===== config.mk =====
export PLATFORM = sky130hd
export DESIGN_NAME = exec_sequencer
export DESIGN_NICKNAME = d
export VERILOG_FILES = /design/src/rtl/exec_sequencer.sv
export SDC_FILE = /design/constraint.sdc
export NUM_CORES = 1
export LEC_CHECK = 0
export BUFFER_PORTS_ARGS = -buffer_cell sky130_fd_sc_hd__buf_2
export CAP_MARGIN = 10
export CORE_MARGIN = 2
export CORE_UTILIZATION = 38
export CTS_BUF_LIST = sky130_fd_sc_hd__clkbuf_16
export DETAILED_ROUTE_END_ITERATION = 8
export GPL_ROUTABILITY_DRIVEN = 0
export PLACE_DENSITY = 0.74
export SETUP_SLACK_MARGIN = 0.1
export SLEW_MARGIN = 20
export SYNTH_ARGS = -nofsm -noshare
export SYNTH_HDL_FRONTEND = slang
export SYNTH_SLANG_ARGS = --single-unit

===== constraint.sdc =====
create_clock -name clk -period 1.8 [get_ports clk]
set_input_delay 0.36 -clock clk [delete_from_list [all_inputs] [get_ports clk]]
set_output_delay 0.36 -clock clk [all_outputs]
set_load 0.005 [all_outputs]

===== src/rtl/exec_sequencer.sv =====
// exec_sequencer: multi-cycle fetch/execute control FSM for the 4-bit CPU.
// Walks FETCH -> LOAD_IR -> EXEC -> (MEM_WB) -> NEXT and decodes the
// datapath control bus from the current state and the instruction register.
module exec_sequencer #(
   parameter int CNT_W = 8
) (
   input  logic             clk,
   input  logic             rst,
   input  logic             run,
   input  logic             step,
   input  logic             halt_req,
   input  logic             bp_en,
   input  logic [2:0]       bp_addr,
   input  logic [2:0]       pc,
   input  logic [11:0]      ir,
   output logic             pc_enable,
   output logic             ir_we,
   output logic [2:0]       RF_ad1,
   output logic [2:0]       RF_ad2,
   output logic [2:0]       RF_wa,
   output logic             RF_we,
   output logic [2:0]       ALU_operation,
   output logic [3:0]       M_add,
   output logic             M_we,
   output logic             M_re,
   output logic             Mux_select,
   output logic             busy,
   output logic             bp_hit,
   output logic [CNT_W-1:0] instr_count,
   output logic [2:0]       state
);

   typedef enum logic [2:0] {
      S_IDLE    = 3'd0,
      S_FETCH   = 3'd1,
      S_LOAD_IR = 3'd2,
      S_EXEC    = 3'd3,
      S_MEM_WB  = 3'd4,
      S_NEXT    = 3'd5
   } state_t;

   localparam logic [2:0] OP_STORE = 3'b000;
   localparam logic [2:0] OP_LOAD  = 3'b001;

   state_t           state_d, state_q;
   logic             bp_hit_d, bp_hit_q;
   logic [CNT_W-1:0] instr_count_d, instr_count_q;
   logic             pc_enable_d, pc_enable_q;
   logic             ir_we_d, ir_we_q;
   logic             busy_d, busy_q;

   logic [2:0] op_s, rd_s, ra_s, rb_s;
   logic [3:0] addr_s;
   logic [2:0] pc_next_s;
   logic       bp_match_s;
   logic       go_s;

   assign op_s   = ir[11:9];
   assign rd_s   = ir[8:6];
   assign ra_s   = ir[5:3];
   assign rb_s   = ir[2:0];
   assign addr_s = ir[3:0];

   // The breakpoint is checked against the PC value the increment in NEXT will produce.
   assign pc_next_s  = pc + 3'd1;
   assign bp_match_s = bp_en && (bp_addr == pc_next_s);
   assign go_s       = run && !halt_req;

   // Next-state, sticky breakpoint flag, retire counter and state-only strobes.
   always_comb begin
      state_d       = state_q;
      bp_hit_d      = bp_hit_q;
      instr_count_d = instr_count_q;
      case (state_q)
         S_IDLE: begin
            if ((step || run) && !halt_req) begin
               state_d  = S_FETCH;
               bp_hit_d = 1'b0;
            end else begin
               state_d = S_IDLE;
            end
         end
         S_FETCH:   state_d = S_LOAD_IR;
         S_LOAD_IR: state_d = S_EXEC;
         S_EXEC: begin
            if (op_s == OP_LOAD) begin
               state_d = S_MEM_WB;
            end else begin
               state_d = S_NEXT;
            end
         end
         S_MEM_WB:  state_d = S_NEXT;
         S_NEXT: begin
            if (instr_count_q != {CNT_W{1'b1}}) begin
               instr_count_d = instr_count_q + CNT_W'(1);
            end else begin
               instr_count_d = instr_count_q;
            end
            if (go_s && !bp_match_s) begin
               state_d = S_FETCH;
            end else begin
               state_d = S_IDLE;
               // Only a run that would otherwise have continued was stopped by the breakpoint.
               if (go_s) begin
                  bp_hit_d = 1'b1;
               end else begin
                  bp_hit_d = bp_hit_q;
               end
            end
         end
         default: state_d = S_IDLE;
      endcase
      pc_enable_d = (state_d == S_NEXT);
      ir_we_d     = (state_d == S_LOAD_IR);
      busy_d      = (state_d != S_IDLE);
   end

   // FSM state and registered state-only outputs, synchronous reset.
   always_ff @(posedge clk) begin
      if (rst) begin
         state_q       <= S_IDLE;
         bp_hit_q      <= 1'b0;
         instr_count_q <= '0;
         pc_enable_q   <= 1'b0;
         ir_we_q       <= 1'b0;
         busy_q        <= 1'b0;
      end else begin
         state_q       <= state_d;
         bp_hit_q      <= bp_hit_d;
         instr_count_q <= instr_count_d;
         pc_enable_q   <= pc_enable_d;
         ir_we_q       <= ir_we_d;
         busy_q        <= busy_d;
      end
   end

   // Moore decode of the ir-dependent control bus. ir is only valid from the
   // first EXEC cycle, so these fields decode from the registered state and live ir.
   always_comb begin
      RF_ad1        = 3'd0;
      RF_ad2        = 3'd0;
      RF_wa         = 3'd0;
      RF_we         = 1'b0;
      ALU_operation = 3'd0;
      M_add         = 4'd0;
      M_we          = 1'b0;
      M_re          = 1'b0;
      Mux_select    = 1'b0;
      case (state_q)
         S_EXEC: begin
            case (op_s)
               OP_STORE: begin
                  RF_ad1 = rd_s;
                  M_add  = addr_s;
                  M_we   = 1'b1;
               end
               OP_LOAD: begin
                  M_add = addr_s;
                  M_re  = 1'b1;
               end
               default: begin
                  RF_ad1        = ra_s;
                  RF_ad2        = rb_s;
                  RF_wa         = rd_s;
                  RF_we         = 1'b1;
                  ALU_operation = op_s;
               end
            endcase
         end
         S_MEM_WB: begin
            M_add      = addr_s;
            M_re       = 1'b1;
            Mux_select = 1'b1;
            RF_wa      = rd_s;
            RF_we      = 1'b1;
         end
         default: begin
            RF_ad1 = 3'd0;
         end
      endcase
   end

   assign pc_enable   = pc_enable_q;
   assign ir_we       = ir_we_q;
   assign busy        = busy_q;
   assign bp_hit      = bp_hit_q;
   assign instr_count = instr_count_q;
   assign state       = state_q;

endmodule

Yosys cells after proc, flatten, opt, wreduce, memory -nomap -nowiden
Cells that the tools add are included.
Widths: inputs -> output; s select.
{ "totals": {"regBits": 15, "input_bits": 24, "output_inout_bits": 35, "word_cells": 60} }
{ "op_classes": {"add_sub_neg": 2, "eq_ne": 13, "muxes": 25, "reduce_logical": 14} }
{ "op_table": {"columns": ["cell", "n"], "rows": [
  ["$mux 3", 6],
  ["$pmux 3 s6", 1],
  ["$pmux 3 s2", 2],
  ["$mux 1", 11],
  ["$eq 3x2->1 const B", 3],
  ["$eq 3x3->1 const B", 3],
  ["$add 8x1->8 const B", 1],
  ["$ne 8x8->1 const B", 1],
  ["$pmux 4 s2", 1],
  ["$eq 3x1->1 const B", 2],
  ["$logic_not 3->1", 2],
  ["$ne 2x2->1 const B", 3],
  ["$pmux 1 s2", 3],
  ["$logic_and 1x1->1", 4],
  ["$mux 4", 1],
  ["$reduce_and 4->1", 1],
  ["$add 3x1->3 const B", 1],
  ["$eq 3x3->1", 1],
  ["$reduce_bool 3->1", 1],
  ["$logic_not 1->1", 2],
  ["$reduce_and 2->1", 1],
  ["$reduce_bool 2->1", 1],
  ["$reduce_or 2->1", 1],
  ["$logic_or 1x1->1", 1]
]} }

Depth between registers and ports, before layout
{ "logic_depth": {"ltp_word": 8, "depth_mapped": 5, "ltp_nobuf": 5} }

Worst setup path before layout
Ideal clock, no wire load.
{ "synth_timing": {"path_type": "register to register", "from": "register instr_count_q[0] (netlist: instr_count[0])", "to": "register instr_count_q[7] (netlist: instr_count[7])", "setup_ns": 0.121, "arrival_ns": 1.559, "required_ns": 1.679, "slack_ns": 0.120, "stages_incl_launch_ff": 6, "n_path_buf": 0, "cell_sequence": "dfxtp_1 > ha_1 > and4_4 > a2111oi_4 > nand3_2 > mux2_4"} }
{ "synth_via": {"elab_chain_len": 2, "word_cells_on_any_way": 3, "cone_classes": "1 x add/sub; 1 x eq/ne; 1 x reduce/logical"} }
{ "synth_lines": {"columns": ["element", "line_no", "rtl"], "rows": [
  ["from (decl)", "47", "logic [CNT_W-1:0] instr_count_d, instr_count_q;"],
  ["from (signal assigned)", "130", "instr_count_q <= instr_count_d;"],
  ["branches (longest 2 deep; another with $add 8x1->8)", null, null]
]} }
Parallel ways; which one is timed is not known.
A chain may end at the register's enable or synchronous reset.

Final worst setup path
{ "layout_timing": {"from": "register state_q[0] (netlist: state[0])", "to": "output RF_wa[1]"} }
{ "layout_via": {"elab_chain_len": 2, "word_cells_on_any_way": 3, "cone_classes": "2 x eq/ne; 1 x mux"} }
{ "layout_lines": {"columns": ["element", "line_no", "rtl"], "rows": [
  ["from (decl)", "45", "state_t state_d, state_q;"],
  ["from (signal assigned)", "128", "state_q <= state_d;"],
  ["$eq 3x3->1 / $eq 3x2->1 (equally long branches)", "149", "case (state_q)"],
  ["$pmux 3 s2 (*)", "149", null],
  ["to (decl)", "20", "output logic [2:0] RF_wa,"]
]} }
Mark *: on every way between the ends. The rest lies on a longest branch, timed or not.

==> impl_results.html <==
<table>
<tr><th>Metric</th><th>Value</th></tr>
<tr><th colspan="2">Synth</th></tr>
<tr><td>Dominant combinational cell family by area after synthesis</td><td>simple AND/OR/NAND/NOR gates</td></tr>
<tr><td>Post-synthesis register bit count</td><td>15</td></tr>
<tr><td>Post-synthesis adder-cell area fraction</td><td>0.0256</td></tr>
<tr><td>Post-Syn Nets</td><td>136</td></tr>
<tr><td>Count of yosys warnings during synthesis</td><td>0</td></tr>
<tr><td>Post-synthesis mux area share</td><td>0.0256</td></tr>
<tr><td>Compound-Gate Fraction of Synth Area</td><td>0.191</td></tr>
<tr><td>Summed instance area of the synthesized netlist</td><td>976 um^2</td></tr>
<tr><td>Avg Cell Area, Syn</td><td>8.87 um^2</td></tr>
<tr><td>Cells after Synth</td><td>110</td></tr>
<tr><td>Unique masters post-synth</td><td>40</td></tr>
<tr><td>Post-synthesis share of cell area spent on xor and xnor gates</td><td>0.0769</td></tr>
<tr><td>Basic-gate share of the synthesized area counting and, or, nand and nor cells</td><td>0.340</td></tr>
<tr><td>Proportion of synthesized chip area in sequential cells</td><td>0.308</td></tr>
<tr><th colspan="2">Critical path</th></tr>
<tr><td>Worst path required time</td><td>1.44 ns</td></tr>
<tr><td>Arrival time worst endpoint</td><td>1.37 ns</td></tr>
<tr><td>Cell family with most CP delay</td><td>simple AND/OR/NAND/NOR gates</td></tr>
<tr><td>Longest individual stage delay on the worst path</td><td>0.43 ns</td></tr>
<tr><td>Worst-path fanout max</td><td>4</td></tr>
<tr><td>Worst Setup End Kind</td><td>output port</td></tr>
<tr><td>Type of the worst setup path</td><td>register to output port</td></tr>
<tr><td>Number of buffer and inverter stages on the critical path</td><td>1</td></tr>
<tr><td>Reg2reg start</td><td>instr_count[1]$_SDFFE_PP0P_</td></tr>
<tr><td>Setup crit start kind</td><td>register</td></tr>
<tr><td>Critical path cell sequence</td><td>or3b_4 &gt; o21ai_2 &gt; and2_1 &gt; buf_2</td></tr>
<tr><td>Setup crit start</td><td>state[0]$_SDFF_PP0_</td></tr>
<tr><td>Critical path's slowest cell</td><td>sky130_fd_sc_hd__or3b_4</td></tr>
<tr><th colspan="2">Pwr</th></tr>
<tr><td>Power Dens Cells</td><td>670 mW/mm^2</td></tr>
<tr><td>Reg power frac</td><td>0.366</td></tr>
<tr><td>Internal cell power</td><td>0.764 mW</td></tr>
<tr><td>Clock share of power</td><td>0.421</td></tr>
<tr><td>Standby leakage power</td><td>0.761 nW</td></tr>
<tr><td>Switching power summed over all nets</td><td>0.244 mW</td></tr>
<tr><td>Worst supply voltage drop on vdd</td><td>0.000590 V</td></tr>
<tr><td>Share of total power in combinational logic</td><td>0.213</td></tr>
<tr><td>Switching Share</td><td>0.242</td></tr>
<tr><th colspan="2">Clock tree</th></tr>
<tr><td>H-tree depth</td><td>1</td></tr>
<tr><td>Clock tree from TritonCTS</td><td>built</td></tr>
<tr><td>Clock Pin Slew Worst Setup and Hold Paths</td><td>0.05 ns</td></tr>
<tr><td>Largest buffer count on any clock path</td><td>2</td></tr>
<tr><td>Insertion delay to the later sink of the worst-skew pair</td><td>0.24 ns</td></tr>
<tr><td>Total clock sinks</td><td>15</td></tr>
<tr><td>Clock buffer count from CTS</td><td>3</td></tr>
<tr><td>Clock Root Buffer</td><td>sky130_fd_sc_hd__clkbuf_16</td></tr>
<tr><th colspan="2">Floorplanning</th></tr>
<tr><td>I/O pin count</td><td>59</td></tr>
<tr><td>Die ar.</td><td>0.00299 mm^2</td></tr>
<tr><td>Width of the die</td><td>54.7 um</td></tr>
<tr><td>Initial standard-cell utilization of the core</td><td>0.398</td></tr>
<tr><td>Number of placement rows</td><td>18</td></tr>
<tr><td>Floorplan die height</td><td>54.7 um</td></tr>
<tr><td>Floorplan core area</td><td>0.00245 mm^2</td></tr>
<tr><th colspan="2">GRT</th></tr>
<tr><td>Vias in the first global route</td><td>882</td></tr>
<tr><td>All-Layer GR Usage</td><td>0.168</td></tr>
<tr><td>Global-route wire length before repair</td><td>3.64 mm</td></tr>
<tr><td>Pin count of the biggest net entering global routing</td><td>16</td></tr>
<tr><td>Global route total overflow</td><td>0</td></tr>
<tr><td>Initial antenna violation count</td><td>0</td></tr>
<tr><th colspan="2">Placed design</th></tr>
<tr><td>Buffers added on ports</td><td>58</td></tr>
<tr><td>Post-DP HPWL</td><td>1.92 mm</td></tr>
<tr><th colspan="2">Timing</th></tr>
<tr><td>Final-layout worst hold slack</td><td>0.457 ns</td></tr>
<tr><td>Actual slew at the worst max-slew pin</td><td>0.367 ns</td></tr>
<tr><td>Final slew viol count</td><td>0</td></tr>
<tr><td>Final setup vio count</td><td>0</td></tr>
<tr><td>RSZ-0062 raised after global routing</td><td>yes</td></tr>
<tr><td>Highest clock rate</td><td>577 MHz</td></tr>
<tr><td>Hold Violations, Final</td><td>0</td></tr>
<tr><td>Final period demand of the worst path</td><td>1.73 ns</td></tr>
<tr><td>Worst Skew</td><td>0.000708 ns</td></tr>
<tr><td>Max_slew headroom</td><td>0.755</td></tr>
<tr><td>Portion of the clock cycle consumed by the worst path in the final layout</td><td>0.962</td></tr>
<tr><th colspan="2">Flow run</th></tr>
<tr><td>Max_cap viols</td><td>0</td></tr>
<tr><th colspan="2">Layout</th></tr>
<tr><td>Count of fill cells added during filler insertion</td><td>219</td></tr>
<tr><td>Layout Utilization</td><td>0.613</td></tr>
<tr><td>Top library cells by usage in the layout, fill and taps aside</td><td>sky130_fd_sc_hd__buf_2 (57), sky130_fd_sc_hd__and2_1 (11), sky130_fd_sc_hd__dfxtp_1 (11)</td></tr>
<tr><td>Layout cell share with drive strength beyond 1</td><td>0.525</td></tr>
<tr><td>Final nets</td><td>204</td></tr>
<tr><td>Total inserted antenna cells</td><td>0</td></tr>
<tr><td>Most common cell after layout, fill and taps aside</td><td>sky130_fd_sc_hd__buf_2</td></tr>
<tr><td>Layout area overhead</td><td>54.2%</td></tr>
<tr><th colspan="2">Route</th></tr>
<tr><td>Count of vias placed by the detailed router</td><td>1060</td></tr>
<tr><td>Routed wire length per instance</td><td>12.2 um</td></tr>
<tr><td>Number of DRC violations after detailed-routing iteration 0</td><td>4</td></tr>
<tr><td>Wire length reported by the detailed router</td><td>2.53 mm</td></tr>
<tr><td>Remaining routing DRC violations</td><td>0</td></tr>
<tr><td>Final antenna-violating net count</td><td>0</td></tr>
<tr><td>Via-per-instance ratio</td><td>5.12</td></tr>
<tr><td>Number of detailed-route iterations in the first pass</td><td>3</td></tr>
<tr><th colspan="2">Status</th></tr>
<tr><td>Run status</td><td>finished clean</td></tr>
<tr><th colspan="2">Min path</th></tr>
<tr><td>Startpoint of the lowest-slack hold path</td><td>rst</td></tr>
<tr><td>Class of the tightest hold or removal check</td><td>input pin to register</td></tr>
</table>
## area by class of cell
| class | count | area (um^2) | share of cell area |
|---|---|---|---|
| clock buffer | 3 | 75.1 | 0.0499 |
| clock inverter | 1 | 5.00 | 0.00333 |
| inverter | 2 | 10.0 | 0.00665 |
| multi-input combinational | 89 | 699 | 0.465 |
| sequential | 15 | 310 | 0.206 |
| tap | 30 | 37.5 | 0.0249 |
| timing repair buffer | 67 | 368 | 0.244 |
## sequential cells by signal (all words and copies together), names as in the netlist
name         cells
instr_count      8
pc_enable        1
ir_we            1
state            3
busy             1
bp_hit           1
## layer usage
| layer | wire length (um) | up-vias | global-route usage |
|---|---|---|---|
| met5 | 0 | - | 0 |
| met4 | 33 | 0 | 0.0750 |
| met3 | 237 | 5 | 0.0383 |
| met2 | 1380 | 45 | 0.335 |
| met1 | 875 | 479 | 0.159 |
| li1 | - | 531 | - |
## per-stage QoR
step	cell area [um^2]	setup slack [ns]	total power, mW	TNS, ns	instances
after floorplan	976	0.120	0.479	0	110
after global placement	1320	0.0514	0.557	0	199
after detailed placement	1320	-0.0130	0.562	-0.0130	199
after CTS	1440	0.0774	1.01	0	206
after global routing	1510	-0.0217	1.06	-0.0511	207
final	1510	0.0676	1.01	0	207
## power groups by stage
stage	Combinational (mW)	Sequential, mW	Clock [mW]
5_1_grt	0.243	0.372	0.448
6_report	0.215	0.369	0.425
3_5_place_dp	0.187	0.375	0
4_1_cts	0.207	0.368	0.439
3_3_place_gp	0.182	0.374	0
2_1_floorplan	0.111	0.368	0
## synthesized netlist by cell type
| master | instances | area (um^2) |
|---|---|---|
| sky130_fd_sc_hd__a211oi_1 | 1 | 7.51 |
| sky130_fd_sc_hd__a21bo_2 | 1 | 10.0 |
| sky130_fd_sc_hd__a41o_1 | 1 | 10.0 |
| sky130_fd_sc_hd__a31oi_2 | 1 | 12.5 |
| sky130_fd_sc_hd__nor3b_1 | 1 | 7.51 |
| sky130_fd_sc_hd__clkbuf_1 | 1 | 3.75 |
| sky130_fd_sc_hd__nor2b_1 | 7 | 43.8 |
| sky130_fd_sc_hd__nor4_1 | 2 | 12.5 |
| sky130_fd_sc_hd__xnor3_1 | 1 | 22.5 |
| sky130_fd_sc_hd__and2_1 | 12 | 75.1 |
| sky130_fd_sc_hd__inv_1 | 2 | 7.51 |
| sky130_fd_sc_hd__and4_4 | 1 | 11.3 |
| sky130_fd_sc_hd__and3_1 | 1 | 6.26 |
| sky130_fd_sc_hd__nand3_1 | 1 | 5.00 |
| sky130_fd_sc_hd__nand2_1 | 3 | 11.3 |
| sky130_fd_sc_hd__a2111oi_4 | 1 | 27.5 |
| sky130_fd_sc_hd__a21o_1 | 1 | 7.51 |
| sky130_fd_sc_hd__buf_2 | 2 | 10.0 |
| sky130_fd_sc_hd__nor2_1 | 13 | 48.8 |
| sky130_fd_sc_hd__or3b_1 | 1 | 8.76 |
| sky130_fd_sc_hd__nand3_2 | 1 | 10.0 |
| sky130_fd_sc_hd__and3b_1 | 1 | 8.76 |
| sky130_fd_sc_hd__dfxtp_1 | 15 | 300 |
| sky130_fd_sc_hd__mux2_4 | 1 | 15.0 |
| sky130_fd_sc_hd__nand3b_4 | 1 | 20.0 |
| sky130_fd_sc_hd__a311oi_1 | 2 | 17.5 |
| sky130_fd_sc_hd__and4_1 | 1 | 8.76 |
| sky130_fd_sc_hd__xnor2_1 | 5 | 43.8 |
| sky130_fd_sc_hd__o21bai_1 | 1 | 7.51 |
| sky130_fd_sc_hd__nor3_1 | 2 | 10.0 |
| sky130_fd_sc_hd__xor2_1 | 1 | 8.76 |
| sky130_fd_sc_hd__mux2i_1 | 1 | 10.0 |
| sky130_fd_sc_hd__o21ai_0 | 6 | 30.0 |
| sky130_fd_sc_hd__nand3b_1 | 5 | 37.5 |
| sky130_fd_sc_hd__a21oi_1 | 7 | 35.0 |
| sky130_fd_sc_hd__a221oi_2 | 1 | 15.0 |
| sky130_fd_sc_hd__nand4_1 | 1 | 6.26 |
| sky130_fd_sc_hd__a31oi_1 | 1 | 6.26 |
| sky130_fd_sc_hd__ha_1 | 2 | 25.0 |
| sky130_fd_sc_hd__buf_6 | 1 | 11.3 |
## final timing paths
path	end	slack (ns)	depth (start not counted)
setup / recovery	RF_wa[1]	0.07	4
setup reg to reg	instr_count[7]$_SDFFE_PP0P_	0.13	5
hold / removal	instr_count[5]$_SDFFE_PP0P_	0.46	2
hold reg to reg	bp_hit$_SDFFE_PP0P_	0.54	2
## cell families (layout without fill, tap and decap cells)
logic type / after synthesis / in the layout
adders and majority gates: 2 / 2
muxes: 2 / 2
buffers and inverters: 6 / 73
DFF: 15 / 15
and+or+nand+nor: 54 / 54
xor gates and xnor gates: 7 / 7
AOI/OAI and AO/OA: 24 / 24
## repair_timing
item | CTS | global route
gates resized for setup | 11 | 13
pin swaps | 2 | 3
setup buffers | 3 | 1
endpoints found under the setup margin | 13 | 15
hold buffers | 0 | 0
Note: power is estimated with default switching activity, not from simulation.
